File: config.mk
export PLATFORM = sky130hd
export DESIGN_NAME = led_counter_param
export DESIGN_NICKNAME = d
export VERILOG_FILES = /design/src/rtl/led_counter_param.sv
export SDC_FILE = /design/constraint.sdc
export NUM_CORES = 1
export LEC_CHECK = 0
export CAP_MARGIN = 20
export CORE_MARGIN = 8
export CORE_UTILIZATION = 48
export DETAILED_ROUTE_END_ITERATION = 8
export GPL_TIMING_DRIVEN = 0
export PLACE_DENSITY = 0.78
export RECOVER_POWER = 25
export SYNTH_ARGS = -nofsm -noshare
export SYNTH_HDL_FRONTEND = slang
export SYNTH_SLANG_ARGS = --single-unit
File: constraint.sdc
create_clock -name clk -period 2.85 [get_ports clk]
set_input_delay 0.285 -clock clk [delete_from_list [all_inputs] [get_ports clk]]
set_output_delay 0.285 -clock clk [all_outputs]
set_load 0.01 [all_outputs]
File: src/rtl/led_counter_param.sv
// led_counter_param
//   Prescaled up/down counter with a configurable terminal count, a debounced
//   single-step button, a one-shot mode and an LED window onto the count.
//
// Parameters
//   WIDTH     counter width (8..32)
//   DIV_W     prescaler reload width
//   OUT_W     LED window width (1..WIDTH)
//   LED_MSB   MSB of the LED window within cnt
//   DB_CYCLES stable cycles required before the debounced level changes (>=1)
//
// Ports
//   clk      in   clock, rising edge
//   rst_n    in   synchronous active-low reset
//   en       in   count enable (level)
//   up_dn    in   1 = count up, 0 = count down
//   mode     in   00 free-run, 01 single-step, 10 one-shot, 11 hold
//   step_btn in   raw asynchronous push button
//   div      in   prescaler reload; tick every div+1 running cycles
//   limit    in   terminal count; counter range is 0..limit
//   cnt      out  registered count
//   led_out  out  cnt[LED_MSB -: OUT_W]
//   wrap     out  one-cycle pulse after an advance that wrapped
//   done     out  one-shot completed (level)
module led_counter_param #(
  parameter int WIDTH     = 32,
  parameter int DIV_W     = 16,
  parameter int OUT_W     = 10,
  parameter int LED_MSB   = 25,
  parameter int DB_CYCLES = 4
) (
  input  logic             clk,
  input  logic             rst_n,
  input  logic             en,
  input  logic             up_dn,
  input  logic [1:0]       mode,
  input  logic             step_btn,
  input  logic [DIV_W-1:0] div,
  input  logic [WIDTH-1:0] limit,
  output logic [WIDTH-1:0] cnt,
  output logic [OUT_W-1:0] led_out,
  output logic             wrap,
  output logic             done
);

  localparam logic [1:0] MODE_FREE    = 2'b00;
  localparam logic [1:0] MODE_STEP    = 2'b01;
  localparam logic [1:0] MODE_ONESHOT = 2'b10;

  // Debounce counter only needs to reach DB_CYCLES-1; the +1 keeps it >= 1 bit.
  localparam int DB_W = $clog2(DB_CYCLES + 1);

  // ---------------------------------------------------------------------------
  // Prescaler: runs only in the tick-driven modes, holds otherwise.
  // The reload value is sampled only when the counter reaches zero, so a
  // new div takes effect at the next reload.
  // ---------------------------------------------------------------------------
  logic [DIV_W-1:0] pre_cnt;
  logic             run;
  logic             tick;

  assign run  = en && (mode == MODE_FREE || mode == MODE_ONESHOT);
  assign tick = run && (pre_cnt == '0);

  always_ff @(posedge clk) begin
    if (!rst_n) begin
      pre_cnt <= div;
    end else if (run) begin
      if (pre_cnt == '0) pre_cnt <= div;
      else               pre_cnt <= pre_cnt - DIV_W'(1);
    end
  end

  // ---------------------------------------------------------------------------
  // Button path: 2-FF synchroniser, then a stable-count debouncer. The level
  // flips only after the synchronised input has disagreed with it for
  // DB_CYCLES consecutive cycles; any agreement restarts the count.
  // ---------------------------------------------------------------------------
  logic            sync1;
  logic            sync2;
  logic            db_level;
  logic            db_prev;
  logic [DB_W-1:0] db_cnt;
  logic            step;

  always_ff @(posedge clk) begin
    if (!rst_n) begin
      sync1    <= 1'b0;
      sync2    <= 1'b0;
      db_level <= 1'b0;
      db_prev  <= 1'b0;
      db_cnt   <= '0;
    end else begin
      sync1   <= step_btn;
      sync2   <= sync1;
      db_prev <= db_level;
      if (sync2 != db_level) begin
        if (db_cnt == DB_W'(DB_CYCLES - 1)) begin
          db_level <= sync2;
          db_cnt   <= '0;
        end else begin
          db_cnt <= db_cnt + DB_W'(1);
        end
      end else begin
        db_cnt <= '0;
      end
    end
  end

  // Rising edge of the debounced level.
  assign step = db_level && !db_prev;

  // ---------------------------------------------------------------------------
  // Advance decision and next-count arithmetic. tick already implies en and a
  // tick-driven mode; the step path is only honoured in single-step mode.
  // ---------------------------------------------------------------------------
  logic             adv;
  logic [WIDTH-1:0] cnt_next;
  logic             wrap_cond;

  assign adv = en && ((tick && !done) || (mode == MODE_STEP && step));

  always_comb begin
    cnt_next  = cnt;
    wrap_cond = 1'b0;
    if (up_dn) begin
      if (cnt >= limit) begin
        cnt_next  = '0;
        wrap_cond = 1'b1;
      end else begin
        cnt_next = cnt + WIDTH'(1);
      end
    end else begin
      if (cnt == '0) begin
        cnt_next  = limit;
        wrap_cond = 1'b1;
      end else if (cnt > limit) begin
        // Re-entering the range after limit was lowered is not a wrap.
        cnt_next = limit;
      end else begin
        cnt_next = cnt - WIDTH'(1);
      end
    end
  end

  always_ff @(posedge clk) begin
    if (!rst_n) begin
      cnt  <= '0;
      wrap <= 1'b0;
      done <= 1'b0;
    end else begin
      wrap <= adv && wrap_cond;
      if (adv) cnt <= cnt_next;
      // done tracks a one-shot run; leaving one-shot or dropping en clears it
      // without touching cnt.
      if (!en || mode != MODE_ONESHOT) done <= 1'b0;
      else if (adv && wrap_cond)       done <= 1'b1;
    end
  end

  assign led_out = cnt[LED_MSB -: OUT_W];

endmodule
* After elaboration in Yosys (flattened, before gate mapping)
Index checks and enable logic that the tools add are counted.
** Cells by class
- $add $sub $neg :: 4
- $lt $le $gt $ge :: 2
- Equality and inequality tests :: 6
- Muxes and demuxes :: 10
- Bitwise operators :: 2
- Reductions and logical operators :: 19
** Operators with widths (count)
- 32-bit 2-to-1 mux :: 4
- 16-bit 2-to-1 mux :: 3
- 32-bit by 1-bit adder with 32-bit output, second input constant :: 1
- 32-bit >= comparator :: 1
- 32-bit > comparator :: 1
- 32-bit zero test :: 1
- 32-bit by 1-bit subtractor with 32-bit output, second input constant :: 1
- 16-bit zero test :: 1
- 16-bit by 1-bit subtractor with 16-bit output, second input constant :: 1
- 1-bit logical AND :: 7
- 3-bit by 1-bit adder with 3-bit output, second input constant :: 1
- 3-bit by 2-bit == test with 1-bit output, second input constant :: 1
- 1-bit zero test :: 3
- 1-bit logical OR :: 3
- 1-bit 2-to-1 mux :: 3
- 3-bit OR reduction :: 1
- 2-bit by 1-bit == test with 1-bit output, second input constant :: 1
- 2-bit == test, second input constant :: 1
- 2-bit zero test :: 1
- 2-bit by 1-bit != test with 1-bit output, second input constant :: 1
- 2-bit != test, second input constant :: 1
- 1-bit inverter :: 2
- 2-bit AND reduction :: 1
- 2-bit OR reduction :: 1
- 1-bit != test :: 1
** Storage, ports and cells
- Register bits :: 57
- Input bits :: 55
- Output and inout bits :: 44
- Word-level logic and storage cells :: 52

* Depth between registers and ports, before layout
- Depth in word-level cells :: 8
- Mapped depth :: 12
- Gate-level depth less buffers :: 10

* Worst setup path before layout
No wires, ideal clock.
- Path kind :: register to register
- Start :: register cnt[17]
- End :: register cnt[17]
- Setup time :: 70 ps
- Arrival :: 2701 ps
- Required time :: 2780 ps
- Setup slack :: 79 ps
- Cell stages (with the launch flop) :: 12
- Buffers on the path :: 2
- Period minus slack after synthesis :: 2771 ps
- Cell sequence :: dfxtp_1 > ha_1 > a21oi_1 > o21ai_0 > a221oi_1 > a22oi_1 > or2_2 > clkbuf_1 > nor2_1 > clkbuf_1 > o211ai_1 > a21oi_1
** Between the ends
- Longest elaborated chain between the ends :: 4
- Elaborated cells between the ends (all ways) :: 9
- Classes of those cells :: add/sub (2); order compare (2); mux (4); reduce/logical (1)
** Ends and longest elaborated chain
- from (decl) :: RTL line 40 : output logic [WIDTH-1:0] cnt,
- from (signal assigned) :: RTL line 153 : if (adv) cnt <= cnt_next;
- 32-bit by 1-bit subtractor with 32-bit output / 32-bit > comparator (equally long branches) :: RTL line 141, 137
- 32-bit 2-to-1 mux :: RTL line 137 : end else if (cnt > limit) begin
- 32-bit 2-to-1 mux :: RTL line 134 : if (cnt == '0) begin
- 32-bit 2-to-1 mux * :: RTL line 126 : if (up_dn) begin
Mark *: on every way between the ends. The rest lies on a longest branch, timed or not.
A chain may end at the register's enable or synchronous reset.

* Worst setup path after layout
- Start :: register cnt[15]
- End :: register cnt[14]
** Between the ends
- Longest elaborated chain between the ends :: 4
- Elaborated cells between the ends (all ways) :: 7
- Classes of those cells :: order compare (2); mux (4); reduce/logical (1)
** Ends and longest elaborated chain (RTL line)
- 32-bit > comparator :: 137
- 32-bit 2-to-1 mux :: 137
- 32-bit 2-to-1 mux :: 134
- 32-bit 2-to-1 mux * :: 126
Marked as above.

==> results.tsv <==
stage	metric	value	unit
routing	final wirelength	20300	µm
critical_path	R2R Path End	cnt[14]	
routing	DRT Pass-1 Iters	6	
critical_path	Slowest cell on crit path	dfxtp_4	
placed_design	DP Wirelength	14200	µm
critical_path	CP arrival	3.16	ns
clocking	Clock Sinks	57	
synth	Syn Inst Count	698	
synth	synthesized flop and latch total	57	
timing	Worst Skew	0.0150	ns
critical_path	crit end category	flip-flop	
synth	Synth Area in Compound Gates	22.7	%
floorplan	total core area	10700	µm²
worst_hold_path	worst hold path startpoint	limit[10]	
worst_hold_path	Cells on Worst Hold Path	3	
synth	largest family of logic cells by synthesized area	simple AND/OR/NAND/NOR gates	
placed_design	Placer Congestion	0.946	
routing	starting DRC count in detailed routing	796	
critical_path	CP most frequent cell	buf_6	
clocking	clk buf depth	2	
worst_hold_path	Worst Hold Path EP	cnt[10]	
layout	area grow syn2layout	40.9	%
critical_path	Req. time, crit path	3.11	ns
timing	period utilisation layout	102	%
synth	post-synthesis sequential area ratio	25.2	%
routing	wire per inst	20.7	µm
routing	DR vias/cell	6.34	
clocking	Worst-path clk slew	0.09	ns
flow_run	# Max-Cap Violations	0	
synth	syn avg cell area	7.40	µm²
synth	Adder-Cell Fraction of Synth Area	9.45	%
floorplan	cell row count	38	
global_route	initial antenna violation count	0	
clocking	Num CTS Buffers	9	
synth	Post-synth EDFFs	16	
floorplan	die area	14300	µm²
worst_hold_path	Hold Path Class	in2reg	
run_status	outcome	complete, but fails checks	
clocking	CTS tree	yes	
critical_path	Critical Path Fanout Max	5	
pwr	Net Sw Power	590	µW
pwr	PwrDens	289	nW/µm²
pwr	internal power	1.51	mW
timing	# setup viols final	1	
synth	Syn. warnings	0	
floorplan	Vert. Die Dim	120	µm
timing	RSZ-0062 raised after global routing	yes	
routing	Vias	6237	
clocking	root buffer cell	clkbuf_8	
timing	final hold vios	0	
clocking	H-Tree Depth	3	
synth	Post-Syn Nets	792	
layout	share of layout cells above drive strength 1	18.0	%
global_route	number of global-route vias before repair	6005	
routing	DRC Markers	0	
critical_path	Crit Path Class	reg2reg	
timing	Slew HR	48.2	%
pwr	clock share of power	43.5	%
pwr	Peak VDD IR	0.263	mV
pwr	sequential power share	42.3	%
floorplan	starting utilization of the core area	48.5	%
critical_path	reg2reg start	cnt[15]	
critical_path	Crit path largest cell delay	0.36	ns
pwr	Sw Share	28.1	%
synth	Cell Area, Synth	5160	µm²
critical_path	Crit path max-delay family	simple AND/OR/NAND/NOR gates	
synth	Async S/R FF share, synth	0	%
timing	min cycle time layout	2.90	ns
routing	Final ANT Viol Nets	0	
floorplan	Die Span X	120	µm
pwr	combinational cell fraction of total power	14.2	%
critical_path	reg2reg path depth	12	
global_route	grt ovf	0	
global_route	largest net degree at the start of global routing	13	
layout	final core utilization	68.3	%
pwr	Leak	2.84	nW
timing	max frequency	345	MHz
global_route	GRT Total Usage	27.1	%
timing	worst slew pin tran	0.777	ns
synth	ys flop type	dfxtp_1	
clocking	Clk Latency, worst-skew pair	0.37	ns
synth	Synth cell types	59	
global_route	global-route wire length before repair	31000	µm
critical_path	worst path bufs/invs	3	
critical_path	flop2flop setup slack	-0.05	ns
synth	Synth Area in XOR/XNOR	6.62	%
timing	setup ws final	-0.0510	ns
synth	post-synthesis simple-gate area fraction	26.8	%
synth	mux cell area share after synthesis	0.194	%
critical_path	crit-path cells	buf_6 > ha_4 > nand4_1 > buf_4 > nor4_4 > nand2b_4 > a31oi_2 > or2_4 > nor2_4 > buf_6 > o211ai_1 > a221oi_1	
placed_design	post-placement setup slack	-1.49	ns
run_status	failing checks	setup timing	
timing	max-slew violation count	0	
layout	Nets	933	
layout	filler cell count	926	
timing	hold_ws	0.274	ns
critical_path	startpoint types	flip-flop	
placed_design	PortBufs	98	
floorplan	num ports	99	
layout	n_diodes	0	
==> final cells by class <==
cell class,count,area (µm²),share of cell area (%)
Multi-Input combinational cell,532,3680,50.6
Sequential cell,57,1320,18.1
Timing Repair Buffer,132,1280,17.6
Buffer,56,407,5.59
Inverter,51,191,2.63
Tap cell,140,175,2.41
Clock buffer,9,124,1.70
Clock inverter,7,103,1.41
==> Yosys cell counts (3+ instances only) <==
cell	count	share of area, %
nor4b_1	4	0.68
or3_1	10	1.2
dfxtp_1	41	16
buf_4	11	1.6
edfxtp_1	16	9.3
nand2b_1	3	0.36
a21o_1	6	0.87
nor2_1	41	3.0
inv_1	50	3.6
nand4_1	14	1.7
nand4b_1	5	0.85
nor4_1	14	1.7
nor2b_1	3	0.36
a22oi_1	8	1.2
nand3_1	35	3.4
o22ai_1	9	1.1
xor2_1	9	1.5
buf_2	4	0.39
a21oi_1	61	5.9
o21ai_0	59	5.7
nand2_1	54	3.9
o2bb2ai_1	8	1.4
or2_2	3	0.36
and2_1	5	0.61
nor3_1	43	4.2
a31oi_1	10	1.2
ha_1	39	9.5
o211ai_1	13	1.9
or4_1	8	1.2
clkbuf_1	40	2.9
and4_1	4	0.68
xnor2_1	30	5.1
==> logic make-up after synthesis <==
logic type                 after synthesis
and+or+nand+nor                        259
AOI/OAI and AO/OA                      194
muxes                                    1
DFF                                     57
xor gates and xnor gates                39
adders and majority gates               39
buffers and inverters                  109
==> layout by cell type, fill, tap and decap left out, types with 5 or more instances in the layout <==
master            n
a21o_1            6
a21oi_1          61
a22oi_1           6
a31oi_1           8
buf_4            42
buf_6            10
clkbuf_1         14
clkbuf_2         10
clkbuf_8         11
clkdlybuf4s50_1  92
dfxtp_1          31
dfxtp_2           9
dlymetal6s2s_1    5
edfxtp_1         16
ha_1             37
inv_1            50
nand2_1          54
nand3_1          32
nand4_1          14
nand4b_1          5
nor2_1           36
nor3_1           35
nor3_2            8
nor4_1            8
nor4_4            5
o211ai_1         13
o21ai_0          55
o22ai_1           9
o2bb2ai_1         8
or3_1             9
or4_1             6
xnor2_1          30
xor2_1            9
==> flip-flops by register name (all words and copies together), names as in the netlist <==
name,cells
db_cnt,3
cnt,32
wrap,1
sync2,1
pre_cnt,16
done,1
db_level,1
sync1,1
db_prev,1
==> through the flow <==
step	TNS [ns]	total power, mW	area (µm²)	instances
after floorplan	0	1.03	5160	698
after global placement	-37.20	1.16	6320	936
after detailed placement	-38.04	1.17	6330	937
after CTS	-0.00283	2.08	6770	957
after global routing	-0.709	2.17	7270	984
final	-0.0510	2.10	7270	984
==> timing repair <==
action	CTS	global route
hold buffers	0	0
endpoints found under the setup margin	34	34
gates resized for setup	54	95
buffers inserted	6	27
pin swaps	5	29
==> layer usage <==
metal | global-route usage, % | up-vias | wire, µm
met5 | 0 | - | 0
met4 | 14.1 | 0 | 899
met3 | 7.14 | 82 | 2530
met2 | 41.6 | 445 | 9040
met1 | 34.3 | 2875 | 7870
li1 | - | 2835 | -
==> worst max-delay path by stage <==
stage                   start  endpoint  slack [ns]  cells after the start
global route        limit[28]   cnt[30]       -0.11                     13
CTS                    cnt[0]   cnt[26]      -0.003                     10
global placement    limit[13]   cnt[15]       -1.49                     13
floorplan             cnt[17]   cnt[17]        0.08                     11
detailed placement  limit[13]   cnt[10]       -1.49                     13
finish                cnt[15]   cnt[14]       -0.05                     12
==> power groups by stage <==
stage / sequential (mW) / combinational, mW / clock (mW)
6_report: 0.888 / 0.298 / 0.915
4_1_cts: 0.889 / 0.276 / 0.912
3_3_place_gp: 0.905 / 0.259 / 0
2_1_floorplan: 0.901 / 0.132 / 0
5_1_grt: 0.892 / 0.322 / 0.954
3_5_place_dp: 0.906 / 0.268 / 0
==> tightest hold or removal path, cell delays in order <==
cell and delay, ns:
dlymetal6s2s_1 0.14, nand3_1 0.07, a31oi_1 0.08
No activity file was read; power rests on OpenSTA's default activity.
